`src/rtl/ps2_pkg.sv`:
```
// Shared constants, state encodings and frame builder for the PS/2 device-side transmitter.
package ps2_pkg;

    localparam logic [7:0] PS2_BREAK      = 8'hF0;
    localparam logic [7:0] PS2_EXT        = 8'hE0;
    localparam int         PS2_FRAME_BITS = 11;

    typedef enum logic [1:0] {
        KB_IDLE,
        KB_SEND,
        KB_GAP
    } kb_state_t;

    typedef enum logic [1:0] {
        BIT_IDLE,
        BIT_HIGH,
        BIT_LOW
    } bit_state_t;

    // Bit 0 goes on the wire first: start 0, data LSB first, odd parity, stop 1.
    function automatic logic [PS2_FRAME_BITS-1:0] ps2_frame(input logic [7:0] data);
        return {1'b1, ~^data, data, 1'b0};
    endfunction

endpackage

```
`src/rtl/ps2_frame_tx.sv`:
```
// Sends one 11-bit PS/2 frame: half-period divider plus HIGH/LOW bit FSM.
module ps2_frame_tx
    import ps2_pkg::*;
#(
    parameter int CLK_DIV = 4
) (
    input  logic       clk,
    input  logic       reset,
    input  logic       start,
    input  logic [7:0] tx_byte,
    output logic       ps2_clk,
    output logic       ps2_data,
    output logic       frame_done
);

    localparam int              CW       = (CLK_DIV > 1) ? $clog2(CLK_DIV) : 1;
    localparam logic [CW-1:0]   DIV_LOAD = CW'(CLK_DIV - 1);
    localparam logic [3:0]      LAST_BIT = 4'(PS2_FRAME_BITS - 1);

    bit_state_t                  state_q, state_d;
    logic [CW-1:0]               cnt_q, cnt_d;
    logic [3:0]                  idx_q, idx_d;
    logic [PS2_FRAME_BITS-1:0]   shift_q, shift_d;
    logic                        clk_d, data_d;

    always_comb begin
        state_d    = state_q;
        cnt_d      = cnt_q;
        idx_d      = idx_q;
        shift_d    = shift_q;
        clk_d      = ps2_clk;
        data_d     = ps2_data;
        frame_done = 1'b0;
        unique case (state_q)
            BIT_IDLE: begin
                if (start) begin
                    shift_d = ps2_frame(tx_byte);
                    state_d = BIT_HIGH;
                    cnt_d   = DIV_LOAD;
                    idx_d   = '0;
                    clk_d   = 1'b1;
                    data_d  = shift_d[0];
                end
            end
            BIT_HIGH: begin
                if (cnt_q == '0) begin
                    state_d = BIT_LOW;
                    cnt_d   = DIV_LOAD;
                    clk_d   = 1'b0;
                end else begin
                    cnt_d = cnt_q - CW'(1);
                end
            end
            BIT_LOW: begin
                if (cnt_q != '0) begin
                    cnt_d = cnt_q - CW'(1);
                end else if (idx_q == LAST_BIT) begin
                    state_d    = BIT_IDLE;
                    clk_d      = 1'b1;
                    data_d     = 1'b1;
                    frame_done = 1'b1;
                end else begin
                    // Data only moves here, on entry to HIGH, so it is stable across every falling edge.
                    state_d = BIT_HIGH;
                    cnt_d   = DIV_LOAD;
                    idx_d   = idx_q + 4'd1;
                    shift_d = shift_q >> 1;
                    clk_d   = 1'b1;
                    data_d  = shift_q[1];
                end
            end
            default: state_d = BIT_IDLE;
        endcase
    end

    always_ff @(posedge clk) begin
        if (!reset) begin
            state_q  <= BIT_IDLE;
            cnt_q    <= '0;
            idx_q    <= '0;
            ps2_clk  <= 1'b1;
            ps2_data <= 1'b1;
        end else begin
            state_q  <= state_d;
            cnt_q    <= cnt_d;
            idx_q    <= idx_d;
            ps2_clk  <= clk_d;
            ps2_data <= data_d;
        end
    end

    always_ff @(posedge clk) begin
        shift_q <= shift_d;
    end

endmodule

```
`src/rtl/ps2_kbd_tx.sv`:
```
// Keyboard-side PS/2 transmitter: key-event handshake, prefix byte sequencer and inter-frame gap.
module ps2_kbd_tx
    import ps2_pkg::*;
#(
    parameter int CLK_DIV = 4,
    parameter int GAP     = 8
) (
    input  logic       clk,
    input  logic       reset,
    input  logic       key_valid,
    output logic       key_ready,
    input  logic [7:0] key_code,
    input  logic       key_release,
    input  logic       key_ext,
    output logic       ps2_clk,
    output logic       ps2_data,
    output logic       busy,
    output logic       done
);

    localparam int            GW       = $clog2(GAP + 1);
    localparam logic [GW-1:0] GAP_LOAD = GW'(GAP - 1);

    kb_state_t      state_q, state_d;
    logic [GW-1:0]  gap_q, gap_d;
    logic [15:0]    rem_q, rem_d;
    logic [1:0]     rem_cnt_q, rem_cnt_d;
    logic           start, frame_done;
    logic [7:0]     tx_byte;
    logic [7:0]     first_byte;
    logic [15:0]    rest_bytes;
    logic [1:0]     rest_cnt;

    // First byte goes straight to the framer; the rest queue low byte first.
    always_comb begin
        first_byte = key_code;
        rest_bytes = '0;
        rest_cnt   = 2'd0;
        if (key_ext) begin
            first_byte = PS2_EXT;
            if (key_release) begin
                rest_bytes = {key_code, PS2_BREAK};
                rest_cnt   = 2'd2;
            end else begin
                rest_bytes = {8'h00, key_code};
                rest_cnt   = 2'd1;
            end
        end else if (key_release) begin
            first_byte = PS2_BREAK;
            rest_bytes = {8'h00, key_code};
            rest_cnt   = 2'd1;
        end
    end

    always_comb begin
        state_d   = state_q;
        gap_d     = gap_q;
        rem_d     = rem_q;
        rem_cnt_d = rem_cnt_q;
        start     = 1'b0;
        tx_byte   = rem_q[7:0];
        done      = 1'b0;
        key_ready = (state_q == KB_IDLE);
        busy      = (state_q != KB_IDLE);
        unique case (state_q)
            KB_IDLE: begin
                tx_byte = first_byte;
                if (key_valid) begin
                    start     = 1'b1;
                    state_d   = KB_SEND;
                    rem_d     = rest_bytes;
                    rem_cnt_d = rest_cnt;
                end
            end
            KB_SEND: begin
                if (frame_done) begin
                    state_d = KB_GAP;
                    gap_d   = GAP_LOAD;
                end
            end
            KB_GAP: begin
                if (gap_q != '0) begin
                    gap_d = gap_q - GW'(1);
                end else if (rem_cnt_q != 2'd0) begin
                    start     = 1'b1;
                    state_d   = KB_SEND;
                    rem_d     = {8'h00, rem_q[15:8]};
                    rem_cnt_d = rem_cnt_q - 2'd1;
                end else begin
                    state_d = KB_IDLE;
                    done    = 1'b1;
                end
            end
            default: state_d = KB_IDLE;
        endcase
    end

    always_ff @(posedge clk) begin
        if (!reset) begin
            state_q   <= KB_IDLE;
            gap_q     <= '0;
            rem_cnt_q <= 2'd0;
        end else begin
            state_q   <= state_d;
            gap_q     <= gap_d;
            rem_cnt_q <= rem_cnt_d;
        end
    end

    always_ff @(posedge clk) begin
        rem_q <= rem_d;
    end

    ps2_frame_tx #(
        .CLK_DIV(CLK_DIV)
    ) u_frame (
        .clk       (clk),
        .reset     (reset),
        .start     (start),
        .tx_byte   (tx_byte),
        .ps2_clk   (ps2_clk),
        .ps2_data  (ps2_data),
        .frame_done(frame_done)
    );

endmodule

```
`config.mk`:
```
export PLATFORM = sky130hd
export DESIGN_NAME = ps2_kbd_tx
export DESIGN_NICKNAME = d
export VERILOG_FILES = /design/src/rtl/ps2_pkg.sv /design/src/rtl/ps2_frame_tx.sv /design/src/rtl/ps2_kbd_tx.sv
export SDC_FILE = /design/constraint.sdc
export NUM_CORES = 1
export LEC_CHECK = 0
export ABC_AREA = 0
export CORE_MARGIN = 5
export CORE_UTILIZATION = 60
export DETAILED_ROUTE_END_ITERATION = 8
export PLACE_DENSITY = 0.84
export SYNTH_ARGS = -nofsm -noshare
export SYNTH_HDL_FRONTEND = slang
export SYNTH_SLANG_ARGS = --single-unit
```
`constraint.sdc`:
```
create_clock -name clk -period 5.7 [get_ports clk]
set_input_delay 0.57 -clock clk [delete_from_list [all_inputs] [get_ports clk]]
set_output_delay 0.57 -clock clk [all_outputs]
set_load 0.05 [all_outputs]
```
==> reports/metrics.cfg, run 1 <==
[yosys]
synthTopCellsByArea=edfxtp_1 (34%), dfxtp_1 (16%), ha_1 (5.9%), nand2_1 (4.4%), o21ai_0 (4.3%)
yosys-top-cells-count=nand2_1 (27), edfxtp_1 (26), nor2_1 (23)
ys_seq_area_share_pct=49.2
synth-edff-count=26
synth_top_family_by_area=compound AO/OA/AOI/OAI gates
synth.top_cell.area_share_pct=33.7
synth_fa_ha_area_share_pct=5.94
synth_mux_area_share_pct=0.918
ys_async_sr_fraction_pct=0
ys_types=42
synthSimpleGateAreaFrac_pct=17.1
synthXorXnorAreaFrac_pct=4.54
synth_seq_cells=44
yosys_warnings=0
synth_nets=269
ys.flop_type=edfxtp_1
syn_area_sq_um=2320
synth_compound_area_share_pct=17.8
avgSynthCellArea_sq_um=9.46
synth_top_area_cell=edfxtp_1
synthCells=245
synth.most_common_cell=nand2_1

[floorplanning]
die_x_microns=72.1
row_count=22
io_pins=18
initial_utilization_pct=62.8
core_sq_um=3690
die-area_sq_um=5200
die_h_microns=72.1

[global_route]
grt_overflow=0
grt_first_pass_wirelength_microns=7510
grt.total_usage_pct=18.6
grt_pass1_vias=1623
grt_max_degree=21
antenna_found_initial=0

[worst_hold_path]
hp-start=rem_cnt_q[1]$_SDFFE_PN0P_
min_to=rem_cnt_q[1]$_SDFFE_PN0P_
hold_path_depth=2
hold_path_class=reg -> reg

[layout]
postLayoutCoreUtil_pct=69.9
final_area_sq_um=2580
area_growth_pct=11.3
nets=283
diodes=0
final_cells=308
drive_gt1_share_pct=3.08

[drt]
antenna_left=0
routed_wirelength_microns=4400
drc_errors=0
vias=1799
drtIter0Drc=149
viasPerCell=5.84
firstDrtPassIters=4
routedWlPerCell_microns=14.3

[timing]
worstMarginPinSlew_ns=1.16
rsz0062_at_grt=no
setup_ws_ns=2.59
post-route-period-util_pct=54.5
maxSlewViolCount=0
hold_viol=0
fin_skew_ns=0.00544
max_slew_margin_pct=22.3
fmax_ghz=0.322
finalCriticalPeriod_ns=3.11
hold_ws_ns=0.475
setup_viol=0
finalSetupTns_ns=0

[critical_path]
worst_setup_path_start_kind=register
r2r_end=u_frame.idx_q[3]$_SDFFE_PN0P_
r2r_cells=8
critPathArrivalTime_ns=2.54
reg2reg_slack_ns=2.85
worstPathRequired_ns=5.13
crit_type=reg -> out
crit_path_end_kind=output port
cp_max_fo=15
r2r-start=gap_q[0]$_SDFFE_PN0P_

[clock_network]
htree_levels=2
clock-sinks=44
clockBufferDepth=2
clkTransAtPathRegs_ns=0.07
postCtsSetupBuffers=0
cts_buffers=5
ctsHoldBuffers=0
cts_tree=done
cts-root-buf=clkbuf_8
post_cts_resized=0
clkLatencyLatePin_ns=0.30

[job]
drv_cap=0

[power]
p_per_area_nw_per_um2=342
p_leak_nw=0.929
ir_worst_vdd_mv=0.209
power_uw=881

[place]
port-buffer-count=17
pre_cts_ws_ns=2.67
dp.cells=300
hpwlAfterDp_microns=3220
dpl_cell_area_sq_um=2500
gp_congestion=0.831

[status]
run_status=completed

[worst max path at each step]
stage | start | to | slack, ns | depth (start not counted)
after global routing | state_q[1]$_SDFFE_PN0P_ | done | 2.42 | 3
after detailed placement | key_ext | u_frame.shift_q[9]$_DFFE_PP_ | 2.67 | 7
after CTS | state_q[1]$_SDFFE_PN0P_ | done | 2.58 | 3
after global placement | key_ext | u_frame.shift_q[9]$_DFFE_PP_ | 2.69 | 7
final | state_q[1]$_SDFFE_PN0P_ | done | 2.59 | 3
after floorplan | state_q[1]$_SDFFE_PN0P_ | u_frame.idx_q[3]$_SDFFE_PN0P_ | 3.04 | 9
[logic make-up after synthesis]
group | count (synthesis)
xor+xnor | 12
fa+ha+maj | 11
flops | 44
mux | 2
buf+inv | 25
compound gates | 67
simple gates | 84
[cell usage in the layout (no fill, tap or decap), types with 5 or more instances in the layout]
cell type / instances
a211oi_1: 7
a21oi_1: 17
a22oi_1: 5
and3_1: 9
clkbuf_8: 5
clkdlybuf4s50_1: 17
dfxtp_1: 18
edfxtp_1: 26
ha_1: 11
inv_1: 13
nand2_1: 27
nor2_1: 23
nor3_1: 6
o21ai_0: 20
xnor2_1: 10
[critical path, cell delays in order, from the launching register on]
cell and delay, ns:
dfxtp_1 0.43, nor2b_1 0.73, and3_1 0.27, clkdlybuf4s50_1 0.80
[power breakdown]
| group | leakage (nW) | switching (mW) | total [mW] | internal [mW] |
|---|---|---|---|---|
| combinational | 0.494 | 0.162 | 0.255 | 0.0928 |
| clock | 0.0399 | 0.101 | 0.186 | 0.0854 |
| sequential | 0.395 | 0.0256 | 0.440 | 0.414 |
| total | 0.929 | 0.289 | 0.881 | 0.593 |
[registers in the layout, indices dropped and copies added (netlist names)]
signal            cells
gap_q                 4
u_frame.shift_q      10
rem_q                16
u_frame.cnt_q         2
state_q               2
rem_cnt_q             2
u_frame.ps2_data      1
u_frame.idx_q         4
u_frame.ps2_clk       1
u_frame.state_q       2
[area by class of cell]
class,instances,area [sq um]
fillers,282,1110
clock buffers,7,76.3
multi-input cells,176,1070
flip-flops and latches,44,1140
repair buffers,17,170
inverters,15,56.3
well taps,48,60.1
clock inverters,1,3.75
[per-layer routing]
| metal | wire (microns) | share of wire, % | GRT usage [%] | up-vias |
|---|---|---|---|---|
| met2 | 2020 | 46 | 28.0 | 50 |
| met3 | 223 | 5.1 | 4.16 | 12 |
| met1 | 2050 | 47 | 25.5 | 825 |
| met4 | 103 | 2.3 | 8.35 | 0 |
| li1 | - | - | - | 912 |
| met5 | 0 | 0 | 0 | - |
No activity file was read; power rests on OpenSTA's default activity.
==> run 2: changes to the inputs <==
--- a/config.mk
+++ b/config.mk
@@ -7,9 +7,9 @@
 export LEC_CHECK = 0
 export ABC_AREA = 0
 export CORE_MARGIN = 5
-export CORE_UTILIZATION = 60
+export CORE_UTILIZATION = 58
 export DETAILED_ROUTE_END_ITERATION = 8
-export PLACE_DENSITY = 0.84
+export PLACE_DENSITY = 0.81
 export SYNTH_ARGS = -nofsm -noshare
 export SYNTH_HDL_FRONTEND = slang
 export SYNTH_SLANG_ARGS = --single-unit
==> constraint.sdc (replaced) <==
create_clock -name clk -period 3.2 [get_ports clk]
set_input_delay 0.32 -clock clk [delete_from_list [all_inputs] [get_ports clk]]
set_output_delay 0.32 -clock clk [all_outputs]
set_load 0.05 [all_outputs]
==> run 2 against run 1 <==
Net effect:
- routed wire length rose by 3.0%
- setup slack got worse by 2.1 ns
- critical path depth up 5
- global-route usage increased by 0.77 points
- sequential cell count unchanged
- sequential power grew 79%
- final cell count increased by 1.9%
- combinational power up 82%
==> reports/metrics.cfg, run 2 (synthesis gave the netlist of run 1 again) <==
[status]
run_status=completed

[power]
combPwrFrac_pct=27.8
p_switching_uw=532
p_leak_nw=0.964
ir_worst_vdd_mv=0.287
seq_power_share_pct=47.1
sw_frac_of_total_pct=31.8
p_per_area_nw_per_um2=633
clockPowerShare_pct=25.1
p_int_mw=1.14

[clock_network]
clockBufferDepth=2
cts_buffers=5
clkLatencyLatePin_ns=0.30
cts-root-buf=clkbuf_8
clkTransAtPathRegs_ns=0.08
cts_tree=done
postCtsSetupBuffers=0
htree_levels=2
ctsHoldBuffers=0
post_cts_resized=0
clock-sinks=44

[layout]
multi_input_area_sq_um=1070
final_cell_mix=nand2_1 (27), edfxtp_1 (26), nor2_1 (23)
largest_register_ffs=16
regMostFlops=rem_q
final_cells=314
nets=287
area_growth_pct=13.9
fillers=313
seq_area_sq_um=1140
final_common_cell=nand2_1
drive_gt1_share_pct=5.30
diodes=0
reg.largest.list=rem_q (16), u_frame.shift_q (10)

[timing]
fmax_ghz=0.365
setup_viol=0
hold_viol=0
finalSetupTns_ns=0
post-route-period-util_pct=85.6
finalCriticalPeriod_ns=2.74
fin_skew_ns=0.00449
max_slew_margin_pct=25.7
setup_ws_ns=0.462
worstMarginPinSlew_ns=1.11
rsz0062_at_grt=no
maxSlewViolCount=0

[floorplanning]
core_sq_um=3940
io_pins=18
die-area_sq_um=5360
row_count=23
die_h_microns=73.2
initial_utilization_pct=58.8
die_x_microns=73.2

[critical_path]
worst_setup_path_start_kind=register
crit_type=reg -> reg
critPathArrivalTime_ns=2.98
worstPathRequired_ns=3.44
crit_path_end_kind=register
cp_max_fo=13

[job]
drv_cap=0

[worst_hold_path]
hold_path_class=reg -> reg

[drt]
viasPerCell=5.74
firstDrtPassIters=4
drtIter0Drc=161
antenna_left=0
drc_errors=0
vias=1802
routedWlPerCell_microns=14.4
routed_wirelength_microns=4540

[place]
gp_congestion=0.794
port-buffer-count=17
hpwlAfterDp_microns=3200
dp.cells=306
pre_cts_ws_ns=0.475

[global_route]
grt_pass1_vias=1705
grt_first_pass_wirelength_microns=8020
grt_overflow=0
grt.total_usage_pct=19.3
grt_max_degree=21
antenna_found_initial=0

-- run 2: worst max-delay path, cell delays in order, from the launching register on --
cell and delay (ns):
dfxtp_1 0.34, inv_1 0.06, ha_1 0.17, nor3b_1 0.47, a221oi_1 0.24, a21oi_1 0.91
nand4_1 0.21, xor2_1 0.18, nor2_1 0.10
-- run 2: worst paths after layout --
| path | startpoint | endpoint | slack, ns | cells past startpoint |
|---|---|---|---|---|
| min | rem_cnt_q[1]$_SDFFE_PN0P_ | rem_cnt_q[1]$_SDFFE_PN0P_ | 0.47 | 2 |
| max reg2reg | gap_q[0]$_SDFFE_PN0P_ | u_frame.idx_q[3]$_SDFFE_PN0P_ | 0.46 | 8 |
| max | gap_q[0]$_SDFFE_PN0P_ | u_frame.idx_q[3]$_SDFFE_PN0P_ | 0.46 | 8 |
| min reg2reg | rem_cnt_q[1]$_SDFFE_PN0P_ | rem_cnt_q[1]$_SDFFE_PN0P_ | 0.47 | 2 |
-- run 2: metal layers --
| layer | GRT usage [%] | part of all wire, % |
|---|---|---|
| met1 | 26.8 | 49 |
| met2 | 29.3 | 45 |
| met3 | 4.55 | 3.4 |
| met4 | 7.38 | 1.8 |
| met5 | 0 | 0 |
-- run 2: cell type report --
| cell class | count | share of cell area, % |
|---|---|---|
| sequential | 44 | 43.2 |
| multi-input combinational | 176 | 40.6 |
| timing repair buffer | 21 | 7.59 |
| clock buffer | 6 | 2.75 |
| tap | 50 | 2.37 |
| inverter | 15 | 2.13 |
| clock inverter | 2 | 1.33 |
-- run 2: through the flow --
| stage | instance area [sq um] | total power [mW] | utilization, % | hold slack (ns) |
|---|---|---|---|---|
| 6_report | 2640 | 1.67 | 66.9 | 0.471 |
| 5_1_grt | 2640 | 1.78 | 66.9 | 0.502 |
| 4_1_cts | 2640 | 1.67 | 66.9 | 0.475 |
| 3_5_place_dp | 2530 | 1.26 | 64.2 | 0.460 |
| 3_3_place_gp | 2530 | 1.24 | 64.2 | 0.460 |
| 2_1_floorplan | 2320 | 1.13 | - | 0.382 |
-- run 2: power by group through the flow --
| stage | clock [mW] | combinational (mW) | sequential, mW |
|---|---|---|---|
| 2_1_floorplan | 0 | 0.317 | 0.811 |
| 3_3_place_gp | 0 | 0.446 | 0.794 |
| 3_5_place_dp | 0 | 0.457 | 0.798 |
| 4_1_cts | 0.424 | 0.463 | 0.787 |
| 5_1_grt | 0.447 | 0.530 | 0.799 |
| 6_report | 0.420 | 0.464 | 0.786 |
==> run 3: changes to the inputs <==
--- a/config.mk
+++ b/config.mk
@@ -7,9 +7,9 @@
 export LEC_CHECK = 0
 export ABC_AREA = 0
 export CORE_MARGIN = 5
-export CORE_UTILIZATION = 58
+export CORE_UTILIZATION = 52
 export DETAILED_ROUTE_END_ITERATION = 8
-export PLACE_DENSITY = 0.81
+export PLACE_DENSITY = 0.77
 export SYNTH_ARGS = -nofsm -noshare
 export SYNTH_HDL_FRONTEND = slang
 export SYNTH_SLANG_ARGS = --single-unit
==> constraint.sdc (replaced) <==
create_clock -name clk -period 2.4 [get_ports clk]
set_input_delay 0.24 -clock clk [delete_from_list [all_inputs] [get_ports clk]]
set_output_delay 0.24 -clock clk [all_outputs]
set_load 0.05 [all_outputs]
==> run 3 against run 2 <==
Net effect:
- combinational power rose by 43%
- hold slack better by 0.0048 ns
- core utilization is 4.1 points lower
- final cell count is 3.2% higher
- first-iteration DRC count shrank 35%
- sequential power up 32%
- critical path depth down 2
- clock skew rose by 0.0083 ns
- setup slack got worse by 0.26 ns
- critical path type unchanged
- largest cell class unchanged
- largest power group unchanged
==> reports/metrics.cfg, run 3 (synthesis gave the netlist of run 1 again) <==
[status]
run_status=completed

[clock_network]
postCtsSetupBuffers=0
clkLatencyLatePin_ns=0.30
cts_tree=done
clockBufferDepth=2
htree_levels=2
post_cts_resized=0
ctsHoldBuffers=0
cts-root-buf=clkbuf_8
clock-sinks=44
clkTransAtPathRegs_ns=0.09
cts_buffers=5

[drt]
firstDrtPassIters=4
dr_wl_met3_microns=131
routedWlPerCell_microns=14.2
route.met2.wl_microns=2270
drt-met1-wl_microns=2170
highest_layer=met4
vias=1815
viasPerCell=5.60
routed_wirelength_microns=4610
drc_errors=0
drtIter0Drc=104
antenna_left=0

[timing]
setup_viol=0
hold_viol=0
worstMarginPinSlew_ns=0.589
finalCriticalPeriod_ns=2.20
maxSlewViolCount=0
rsz0062_at_grt=no
setup_ws_ns=0.198
fmax_ghz=0.454
hold_ws_ns=0.476
fin_skew_ns=0.0128
post-route-period-util_pct=91.8
max_slew_margin_pct=60.7

[layout]
final_area_sq_um=2720
reg.largest.list=rem_q (16), u_frame.shift_q (10)
final_cell_mix=nand2_1 (27), edfxtp_1 (26), nor2_1 (23)
final_common_cell=nand2_1
area_growth_pct=17.2
regMostFlops=rem_q
postLayoutCoreUtil_pct=62.8
nets=295
drive_gt1_share_pct=9.19
largest_register_ffs=16
diodes=0
fillers=389

[global_route]
grt_pass1_vias=1735
grt_first_pass_wirelength_microns=7760
antenna_found_initial=0
grt_overflow=0
grt.total_usage_pct=15.9
grt_max_degree=19

[power]
p_leak_nw=1.01
ir_worst_vdd_mv=0.442
sw_frac_of_total_pct=31.8
combPwrFrac_pct=29.3
power_mw=2.27
clockPowerShare_pct=25.0
p_switching_uw=720
p_int_mw=1.55
p_per_area_nw_per_um2=834
seq_power_share_pct=45.8

[place]
hpwlAfterDp_microns=3420
pre_cts_ws_ns=-0.0285
gp_congestion=0.834
port-buffer-count=17
dpl_cell_area_sq_um=2610

[job]
drv_cap=0

[critical_path]
crit_path_end_kind=register
worstPathRequired_ns=2.45
crit_type=reg -> reg
critPathArrivalTime_ns=2.25
cp_max_fo=8
worst_setup_path_start_kind=register

[floorplanning]
row_count=24
io_pins=18
initial_utilization_pct=53.6
die_x_microns=76.8
core_sq_um=4320
die_h_microns=76.8
die-area_sq_um=5890

[worst_hold_path]
hold_path_class=reg -> reg

[run 3: cell types whose count changed in the layout (fill, tap and decap cells not counted), sizes merged]
cell,delta
clkdlybuf4s50,-2
clkbuf,-1
clkinv,+1
buf,+10
[run 3: power groups by stage]
stage	clock network (mW)	registers, mW	logic (mW)
after floorplan	0	1.08	0.428
after global placement	0	1.05	0.640
after detailed placement	0	1.06	0.663
after CTS	0.578	1.04	0.666
after global routing	0.615	1.05	0.746
final	0.565	1.04	0.663
[run 3: routing by layer]
layer	vias up	GRT usage, %
met3	6	3.75
met4	0	4.02
li1	932	-
met5	-	0
met2	20	27.1
met1	857	20.3
[run 3: final timing paths]
| path | startpoint | to | slack (ns) | cells past startpoint |
|---|---|---|---|---|
| worst min-delay path | rem_cnt_q[1]$_SDFFE_PN0P_ | rem_cnt_q[1]$_SDFFE_PN0P_ | 0.48 | 2 |
| worst min register to register | rem_cnt_q[1]$_SDFFE_PN0P_ | rem_cnt_q[1]$_SDFFE_PN0P_ | 0.48 | 2 |
| worst max-delay path | state_q[1]$_SDFFE_PN0P_ | u_frame.shift_q[9]$_DFFE_PP_ | 0.20 | 6 |
| worst max register to register | state_q[1]$_SDFFE_PN0P_ | u_frame.shift_q[9]$_DFFE_PP_ | 0.20 | 6 |
[run 3: cell type report]
class                   instances  area, sq um  share of cell area, %
flip-flops and latches         44         1140                   42.0
well taps                      52         65.1                   2.40
clock inverters                 3         42.5                   1.57
multi-input cells             176         1070                   39.6
inverters                      15         56.3                   2.07
repair buffers                 29          268                   9.86
clock buffers                   5         68.8                   2.53
[run 3: stage by stage]
step           TNS (ns)  cells
2_1_floorplan         0    245
3_3_place_gp          0    316
3_5_place_dp    -0.0285    316
4_1_cts               0    324
5_1_grt               0    324
6_report              0    324
[run 3: critical path, stage by stage, from the launching register on]
cell and delay [ns]:
dfxtp_1 0.38, or4_1 0.58, or3_1 0.41, o211ai_2 0.09
xnor2_1 0.15, xnor2_1 0.09, mux2_2 0.26
==> edit, RTL diff (config.mk and constraints of run 3) <==
`GAP`: 8 -> 16.
--- a/src/rtl/ps2_kbd_tx.sv
+++ b/src/rtl/ps2_kbd_tx.sv
@@ -3,7 +3,7 @@
     import ps2_pkg::*;
 #(
     parameter int CLK_DIV = 4,
-    parameter int GAP     = 8
+    parameter int GAP     = 16
 ) (
     input  logic       clk,
     input  logic       reset,
Formal check against the unedited RTL: no difference found for any inputs over 10 cycles, from zero or initial values and one cycle with reset low; that may be too few to reach the edited logic, so the function may still have changed.
==> edit against run 3 <==
- routed wire length is 1.1% lower
- first-iteration DRC count is 44% lower
- total power is 7.2% higher
- setup slack worse by 0.10 ns
- area after synthesis is 0.16% higher
- register-to-register slack worse by 0.09 ns
- global-route usage is 0.32 points lower
- design area is 1.9% higher
- sequential cell count is 1 higher
- critical endpoint is now key_ready
- largest cell class unchanged
==> edit: results <==
group,metric,value,unit
drt,num_vias,1777,
synth,synth_nets,262,
drt,dr_wl_met3,177,um
synth,synth.area.mux_share,1.89,%
setup_path,critPathTopFamily,"buffers and inverters",
cells_and_area,drive_above_1_share,12.8,%
cells_and_area,fillCellCount,347,
global_routing,grt_pass1_vias,1706,
power_and_ir_drop,p_sw,705,uW
run_status,status,"finished clean",
global_routing,grt_usage,15.6,%
drt,wl_met2,2140,um
synth,synthXorXnorAreaFrac,4.37,%
global_routing,grt_max_degree,20,
power_and_ir_drop,leakagePower,0.00105,uW
synth,synthTopCellsByCount,"31 x nor2_1, 26 x edfxtp_1, 22 x nand2_1",
place,place_inst,309,
drt,drt_iter0_drc,58,
synth,ys_types,43,
power_and_ir_drop,vdd_drop_max,559,uV
synth,postSynthAreaPerCell,9.75,um2
setup_path,slowest_stage,"clkdlybuf4s50_1",
synth,synth_compound_area_share,15.4,%
place,pre_cts_slack,0.00287,ns
synth,synthTopCellsByArea,"edfxtp_1 34%, dfxtp_1 16%, ha_1 5.9%, nor2_1 5.0%, a21oi_1 3.7%",
setup_path,crit_arrival,2.07,ns
drt,wl_met1,2190,um
place,gp_congestion,0.824,
drt,viasPerCell,5.61,
sta,worst_pin_slew,0.565,ns
edit: area by class of cell:
type,count,area share (%)
flip-flops and latches,45,41.9
multi-input cells,169,38.6
repair buffers,29,10.2
clock buffers,5,2.49
clock inverters,3,2.35
well taps,52,2.35
inverters,14,2.03
edit: power groups by stage:
| stage | sequential [uW] | combinational (uW) | clock (uW) |
|---|---|---|---|
| floorplan | 1100 | 451 | 0 |
| global placement | 1070 | 693 | 0 |
| detailed placement | 1070 | 697 | 0 |
| CTS | 1060 | 707 | 682 |
| global route | 1070 | 790 | 716 |
| finish | 1050 | 703 | 672 |
edit: kinds of logic (layout without fill, tap and decap cells):
logic type / after synthesis / in the layout
simple gates: 87 / 87
compound gates: 57 / 57
flops: 45 / 45
buf+inv: 24 / 51
fa+ha+maj: 11 / 11
xor+xnor: 10 / 10
mux: 4 / 4
edit: path summary, 6_finish.rpt:
kind	to	slack (ns)	cells after the start
worst max-delay path	key_ready	0.09	3
worst min-delay path	u_frame.cnt_q[1]	0.47	2
worst max register to register	u_frame.shift_q[9]	0.11	5
worst min register to register	u_frame.cnt_q[1]	0.47	2
edit: worst register-to-register path: stages, from the launching register on:
cell and delay [ns]:
dfxtp_1 0.39, or2_2 0.43, o31ai_1 0.41, xnor3_1 0.40, xnor2_1 0.14, mux2_2 0.27
edit: through the flow:
stage	instance area [um2]	utilization (%)	hold WS, ns
3_5_place_dp	2640	60.5	0.467
6_report	2770	63.6	0.472
2_1_floorplan	2330	-	0.329
4_1_cts	2770	63.6	0.480
3_3_place_gp	2640	60.5	0.458
5_1_grt	2770	63.6	0.500
edit: per-layer routing:
metal | track usage (%) | vias up
met4 | 6.29 | 0
li1 | - | 905
met5 | 0 | -
met1 | 20.9 | 836
met3 | 2.58 | 6
met2 | 25.0 | 30
